<file path="src/rtl/hpgp_turbo_enc.sv">
// Duo-binary 8-state turbo constituent encoder pair (P natural, Q interleaved) with block framing.
// Optional rate-16/21 parity puncturing is compiled in with HPGP_PUNCT_16_21_EN.
module hpgp_turbo_enc #(
    parameter int CNT_W       = 12,
    parameter int NUM_PAIRS_0 = 64,
    parameter int NUM_PAIRS_1 = 544,
    parameter int NUM_PAIRS_2 = 2080
) (
    input  logic       clk,
    input  logic       n_rst,
    input  logic [1:0] pb_size,
    input  logic       din_vld,
    input  logic [1:0] din_sys,
    input  logic [1:0] din_itl,
    output logic       dout_vld,
    output logic [1:0] sys_out,
    output logic [1:0] par_out,
    output logic [1:0] par_keep,
    output logic       sop,
    output logic       eop
);
    // valid/ready: no ready exists; every cycle with din_vld=1 consumes one pair, results appear one cycle later with dout_vld=1.
    typedef enum logic {IDLE, RUN} blk_state_t;

    blk_state_t       state_r, state_nx;
    logic [CNT_W-1:0] cnt_r, cnt_nx, n_cur;
    logic [1:0]       size_r, size_nx, size_cur;
    logic [2:0]       sp_r, sp_nx, sq_r, sq_nx;
    logic             fb_p, fb_q, par_p, par_q, last;
    logic [1:0]       keep_nx;

    function automatic logic [CNT_W-1:0] pairs_for(input logic [1:0] code);
        case (code)
            2'd0:    return CNT_W'(NUM_PAIRS_0);
            2'd1:    return CNT_W'(NUM_PAIRS_1);
            default: return CNT_W'(NUM_PAIRS_2);
        endcase
    endfunction

    always_comb begin
        state_nx = state_r;
        cnt_nx   = cnt_r;
        size_nx  = size_r;
        sp_nx    = sp_r;
        sq_nx    = sq_r;
        // The first pair of a block takes its size from the live input; later pairs use the latched code.
        size_cur = (state_r == IDLE) ? pb_size : size_r;
        n_cur    = pairs_for(size_cur);
        last     = (cnt_r == n_cur - 1'b1);
        fb_p     = din_sys[1] ^ din_sys[0] ^ sp_r[2];
        fb_q     = din_itl[1] ^ din_itl[0] ^ sq_r[2];
        par_p    = fb_p ^ sp_r[0] ^ sp_r[2];
        par_q    = fb_q ^ sq_r[0] ^ sq_r[2];
`ifdef HPGP_PUNCT_16_21_EN
        // cnt restarts at 0 each block, so its low three bits are the puncturing phase.
        keep_nx  = {(cnt_r[2:0] == 3'd0) || (cnt_r[2:0] == 3'd3) || (cnt_r[2:0] == 3'd6),
                    (cnt_r[2:0] == 3'd0) || (cnt_r[2:0] == 3'd4)};
`else
        keep_nx  = 2'b11;
`endif
        if (din_vld) begin
            size_nx = size_cur;
            if (last) begin
                cnt_nx   = '0;
                state_nx = IDLE;
                sp_nx    = 3'b000;
                sq_nx    = 3'b000;
            end else begin
                cnt_nx   = cnt_r + 1'b1;
                state_nx = RUN;
                sp_nx    = {sp_r[1] ^ din_sys[1], sp_r[0] ^ din_sys[1], fb_p};
                sq_nx    = {sq_r[1] ^ din_itl[1], sq_r[0] ^ din_itl[1], fb_q};
            end
        end
    end

    always_ff @(posedge clk or posedge n_rst) begin
        if (n_rst) begin
            state_r <= IDLE;
            cnt_r   <= '0;
            size_r  <= 2'b00;
            sp_r    <= 3'b000;
            sq_r    <= 3'b000;
        end else begin
            state_r <= state_nx;
            cnt_r   <= cnt_nx;
            size_r  <= size_nx;
            sp_r    <= sp_nx;
            sq_r    <= sq_nx;
        end
    end

    always_ff @(posedge clk or posedge n_rst) begin
        if (n_rst) begin
            dout_vld <= 1'b0;
            sys_out  <= 2'b00;
            par_out  <= 2'b00;
            par_keep <= 2'b00;
            sop      <= 1'b0;
            eop      <= 1'b0;
        end else begin
            dout_vld <= din_vld;
            if (din_vld) begin
                sys_out  <= din_sys;
                par_out  <= {par_p, par_q};
                par_keep <= keep_nx;
                sop      <= (state_r == IDLE);
                eop      <= last;
            end else begin
                par_keep <= 2'b00;
                sop      <= 1'b0;
                eop      <= 1'b0;
            end
        end
    end
endmodule

</file>
<file path="config.mk">
export PLATFORM = sky130hd
export DESIGN_NAME = hpgp_turbo_enc
export DESIGN_NICKNAME = d
export VERILOG_FILES = /design/src/rtl/hpgp_turbo_enc.sv
export SDC_FILE = /design/constraint.sdc
export NUM_CORES = 1
export LEC_CHECK = 0
export ABC_AREA = 1
export CORE_MARGIN = 2
export CORE_UTILIZATION = 37
export CTS_BUF_LIST = sky130_fd_sc_hd__clkbuf_8
export DETAILED_ROUTE_END_ITERATION = 10
export SYNTH_ARGS = -nofsm -noshare
export SYNTH_HDL_FRONTEND = slang
export SYNTH_SLANG_ARGS = --single-unit
</file>
<file path="constraint.sdc">
create_clock -name clk -period 3.12 [get_ports clk]
set_input_delay 0.312 -clock clk [delete_from_list [all_inputs] [get_ports clk]]
set_output_delay 0.312 -clock clk [all_outputs]
set_load 0.02 [all_outputs]
</file>
==> run_results.csv, run 1 <==
group,metric,value,unit
status,status,"finished clean",
timing,slew_headroom,0.2958,
synthesis,post_synth.cell_area_avg,8.604,sq um
place,place_congestion,0.7686,
finish,final_cells,227,
critical_path,worstPathRequired,3.29,ns
critical_path,cp_slowest_cell,"clkdlybuf4s50_1",
clocking,clock_latency,0.28,ns
synthesis,ys_seq_elements,28,
clocking,path_clk_slew,0.10,ns
synthesis,ys_warn_count,0,
pwr,power_frac_comb,0.244,
global_route,overflow,0,
routing,wl_per_cell,10.69,microns
pwr,clock_power_share,0.267,
routing,dr.first_iter.drc_count,59,
finish,antenna_cells,0,
critical_path,startpoint_type,"input port",
timing,tightest_slew,1.055,ns
timing,fmax,552.0,MHz
synthesis,syn-num-nets,172,
floorplanning,initial_core_util,0.3836,
synthesis,post-synth-top-count-cell,"nand2_1",
critical_path,endpoint_kind,"flip-flop",
timing,rsz0062_at_grt,"no",
finish,area_delta_synth_final,19.48,%
clocking,postCtsSetupBuffers,0,
critical_path,path_cells,"clkdlybuf4s50_1 > inv_1 > nor2_2 > mux2_2",
critical_path,cp.depth,4,
floorplanning,dieArea,0.004274,sq mm
global_route,grt_usage,0.1324,
finish,layout-drive-gt1-share,0.1173,
floorplanning,rows,22,
hold_path,hold_class,"reg2reg",
run,max_cap_violations,0,
timing,fin_tns_setup,0,ns
timing,hold-worst-slack,0.4791,ns
critical_path,cp_data_arrival_time,1.98,ns
routing,routed_wl,2.427,mm
pwr,seq_power_share,0.489,
synthesis,netlist.area_leader.share,0.5027,
place,port_buffers,17,
synthesis,synth.yosys.seq_area_share,0.5027,
synthesis,synthCells,162,
floorplanning,die-width,65.38,microns
critical_path,rr_worst_depth,8,
clocking,cts_buffers,3,
synthesis,yosys-top-cells-count,"41 x nand2_1, 28 x dfrtp_1, 20 x inv_1, 10 x nand3_1, 10 x nor2_1",
routing,drcViolationCount,0,
pwr,p_int,0.7373,mW
routing,num_vias,1033,
timing,setup_viol,0,
pwr,swShare,0.3082,
synthesis,synth-edff-count,0,
clocking,htreeDepth,1,
global_route,antenna_found_initial,0,
clocking,numClockSinks,28,
clocking,hold_buffers,0,
synthesis,ys_dominant_reg_cell,"dfrtp_1",
pwr,power_density,640.0,mW/mm^2
global_route,grt_pass1_vias,1030,
clocking,cts_resized,0,
timing,hold_viol,0,
hold_path,holdPathStages,2,
critical_path,cp_num_buf_inv,2,
timing,period_needed,1.812,ns
floorplanning,die_h,65.38,microns
synthesis,yosysTopAreaCell,"dfrtp_1",
pwr,ir_worst_vdd,0.0003265,V
finish,fin_util,0.4583,
routing,vias_per_cell,4.551,
pwr,leakage,0.8041,nW
place,dp_cells,223,
critical_path,critPathMaxStageDelay,0.79,ns
critical_path,critical_path_class,"in2reg",
pwr,p_sw,0.3285,mW
routing,ant_nets,0,
synthesis,syn_area,0.001394,sq mm
synthesis,ys_types,25,
synthesis,async_flop_share,1.000,
routing,firstDrtPassIters,4,
synthesis,synth_area_leaders,"dfrtp_1 50%, nand2_1 11%, inv_1 5.4%, xnor2_1 5.0%, xor2_1 3.8%",
place,place_hpwl,1.826,mm
critical_path,cp_top_family,"buffers and inverters",
critical_path,worstPathMaxFanout,12,
floorplanning,pin_count,18,
global_route,grt_pass1_wl,4.422,mm
floorplanning,fp.coreArea,0.003633,sq mm
finish,fin_nets,190,
timing,fin_skew,0.005025,ns
clocking,cts_root_buf,"clkbuf_8",
clocking,cts.path.max_buffers,2,
timing,period_share,0.5806,
clocking,cts_tree,"built",
global_route,grt_max_degree,29,
timing,maxSlewViolCount,0,
pwr,power,1.066,mW
==> power groups by stage <==
| stage | logic, mW | registers [mW] | clock network, mW |
|---|---|---|---|
| 2_1_floorplan | 0.188 | 0.525 | 0 |
| 3_3_place_gp | 0.260 | 0.525 | 0 |
| 3_5_place_dp | 0.263 | 0.528 | 0 |
| 4_1_cts | 0.265 | 0.521 | 0.293 |
| 5_1_grt | 0.300 | 0.536 | 0.307 |
| 6_report | 0.260 | 0.521 | 0.285 |
==> sequential cells by signal, indices dropped and copies added, names as in the netlist <==
register / count
sp_r: 3
par_keep: 1
par_out: 2
size_r: 2
sop: 1
cnt_r: 12
eop: 1
sys_out: 2
sq_r: 3
state_r: 1
==> logic make-up (layout without fill, tap and decap cells) <==
kind of cell               count (synthesis)  in the layout  synth area share
adders and majority gates                  1              1          0.008975
buffers and inverters                     28             45           0.08617
muxes                                      1              1          0.008078
xor gates and xnor gates                  14             14           0.08797
AOI/OAI and AO/OA                         16             16           0.05745
DFF                                       28             28            0.5027
and+or+nand+nor                           74             74            0.2487
==> metal layers <==
layer  GRT usage  up-vias  part of all wire
met4     0.02604        0            0.0058
met3     0.04110        2             0.036
met2      0.2385       14              0.50
li1            -      532                 -
met1      0.1548      485              0.46
met5           0        -                 0
==> worst reg2reg max path, cell delays in order, from the launching register on <==
cell and delay, ns:
dfrtp_1 0.43, ha_1 0.20, nand2_1 0.09, nor2_2 0.14, nand2_1 0.07, inv_2 0.07, nand2_1 0.09, o21ai_0 0.22
a21oi_1 0.06
==> placed cells by master (no fill, tap or decap), types with 4 or more instances in the layout <==
cell type and instances:
clkdlybuf4s50_1 17, dfrtp_1 28, inv_1 20, inv_2 4, nand2_1 41, nand3_1 10
nor2_1 10, o21ai_0 7, o21ai_1 7, xnor2_1 8, xor2_1 6
==> metrics by stage <==
| stage | worst slack [ns] | area [sq um] |
|---|---|---|
| global placement | 1.085 | 1594 |
| global route | 1.193 | 1665 |
| detailed placement | 1.010 | 1594 |
| finish | 1.308 | 1665 |
| CTS | 1.311 | 1665 |
| floorplan | 1.863 | 1394 |
==> final timing paths <==
kind / end / slack, ns / start
hold reg to reg: sys_out[0] / 0.48 / sys_out[0]
max in group asynchronous: cnt_r[2] / 1.89 / n_rst
min in group asynchronous: sop / 0.59 / n_rst
hold / removal: sys_out[0] / 0.48 / sys_out[0]
setup / recovery: size_r[0] / 1.31 / din_vld
setup reg to reg: cnt_r[8] / 1.63 / cnt_r[0]
==> area by class of cell <==
class	instances	area (sq um)
fill	366	1968
clock buffer	3	41.29
timing repair buffer	17	170.2
inverter	24	90.09
tap	48	60.06
multi-input combinational	106	573.1
sequential	28	700.7
clock inverter	1	30.03
Power figures use the tool's default switching activity.
==> inputs of run 2 (changes only) <==
- clock period: 3.12 -> 1.57 ns (I/O delays scaled with it)
==> run 2 against run 1 <==
Against the previous run:
- worst setup slack worse by 1.2 ns
- clock skew shrank 0.0012 ns
- critical endpoint is now state_r
- cell count grew 3.1%
- utilization up 1.4 points
- flip-flop and latch count unchanged
- critical path depth rose by 4
- worst hold slack worse by 0.24 ns
- design area grew 3.2%
- via count up 2.6%
==> run_results.csv, run 2 (synthesis gave the netlist of run 1 again) <==
group,metric,value,unit
status,status,"finished clean",
floorplanning,fp.coreArea,0.003633,sq mm
routing,routed_wl,2.453,mm
critical_path,critical_path_class,"reg2reg",
global_route,grt_usage,0.1292,
timing,fmax,708.0,MHz
floorplanning,pin_count,18,
floorplanning,die-width,65.38,microns
critical_path,rr_worst_depth,8,
clocking,clock_latency,0.27,ns
finish,antenna_cells,0,
finish,largest_reg_flops,12,
finish,final_cell_mix,"41 x nand2_1, 28 x dfrtp_1, 20 x inv_1",
clocking,cts_buffers,3,
finish,area_delta_synth_final,23.25,%
global_route,top_usage_layer,"met2",
clocking,hold_buffers,0,
routing,vias_per_cell,4.530,
clocking,cts.path.max_buffers,2,
timing,period_share,0.8996,
floorplanning,initial_core_util,0.3836,
global_route,use_met1,0.1672,
pwr,power_density,1244,mW/mm^2
routing,wl_per_cell,10.48,microns
routing,num_vias,1060,
clocking,path_clk_slew,0.09,ns
place,pre_cts_slack,0.02385,ns
critical_path,endpoint_kind,"flip-flop",
critical_path,worstPathRequired,1.73,ns
place,place_congestion,0.8196,
global_route,use_met3,0.01541,
timing,setup_viol,0,
routing,dr.first_iter.drc_count,40,
global_route,grtUsageMet2,0.2334,
global_route,grt_max_degree,29,
pwr,leakage,0.8369,nW
clocking,cts_resized,0,
finish,final_common_cell,"nand2_1",
critical_path,cp_data_arrival_time,1.57,ns
global_route,overflow,0,
timing,fin_skew,0.003793,ns
clocking,cts_tree,"built",
finish,regMostFlops,"cnt_r",
place,port_buffers,17,
clocking,numClockSinks,28,
place,place_hpwl,1.937,mm
floorplanning,rows,22,
run,max_cap_violations,0,
timing,hold_viol,0,
pwr,power,2.136,mW
routing,ant_nets,0,
clocking,cts_root_buf,"clkbuf_8",
timing,fin_ws,0.1576,ns
routing,firstDrtPassIters,6,
hold_path,hold_class,"in2async",
global_route,antenna_found_initial,0,
floorplanning,dieArea,0.004274,sq mm
timing,fin_tns_setup,0,ns
finish,layout-drive-gt1-share,0.1505,
finish,top_regs,"cnt_r: 12 flops, sp_r: 3 flops, sq_r: 3 flops",
timing,slew_headroom,0.7674,
timing,rsz0062_at_grt,"no",
timing,maxSlewViolCount,0,
finish,fin_nets,197,
routing,drcViolationCount,0,
critical_path,worstPathMaxFanout,7,
clocking,postCtsSetupBuffers,0,
floorplanning,die_h,65.38,microns
timing,tightest_slew,0.3490,ns
pwr,ir_worst_vdd,0.0005166,V
global_route,grt_pass1_wl,4.374,mm
global_route,grt_pass1_vias,1029,
critical_path,startpoint_type,"flip-flop",
timing,period_needed,1.412,ns
clocking,htreeDepth,1,
## run 2: report_power, final
group	internal, mW	switching (mW)
Sequential	0.880	0.153
Clock	0.341	0.217
Combinational	0.261	0.285
Total	1.48	0.655
## run 2: routing by layer
layer / wire, microns / share of wire / up-vias
met5: 0 / 0 / -
met3: 64 / 0.026 / 2
met1: 1140 / 0.46 / 498
li1: - / - / 543
met2: 1239 / 0.51 / 17
met4: 9 / 0.0037 / 0
## run 2: layout make-up
class	instances	area (sq um)
flip-flops and latches	28	700.7
fillers	377	1916
clock inverters	1	30.03
well taps	48	60.06
inverters	24	90.09
repair buffers	24	222.7
clock buffers	3	41.29
multi-input cells	106	573.1
## run 2: worst max-delay path, stage by stage, from the launching register on
cell and delay [ns]:
dfrtp_1 0.41, ha_1 0.20, nand2_1 0.06, nor2_1 0.11
nand3_1 0.09, nor2_2 0.12, nand2_1 0.09, nand2_2 0.15
o21ai_1 0.09
## run 2: per-stage QoR
stage | cell area (sq um) | utilization | hold WS, ns | instances
after global routing | 1718 | 0.4728 | 0.2884 | 234
final | 1718 | 0.4728 | 0.2404 | 234
after CTS | 1718 | 0.4728 | 0.2526 | 234
after global placement | 1647 | 0.4532 | 0.4570 | 230
after floorplan | 1394 | - | 0.1884 | 162
after detailed placement | 1647 | 0.4532 | 0.4676 | 230
## run 2: path summary, 6_finish.rpt
check,startpoint,endpoint,slack [ns]
max in group asynchronous,n_rst,cnt_r[6],1.07
setup / recovery,cnt_r[1],state_r,0.16
hold reg to reg,sys_out[0],sys_out[0],0.49
setup reg to reg,cnt_r[1],state_r,0.16
hold / removal,n_rst,size_r[0],0.24
min in group clk,pb_size[1],size_r[1],0.47
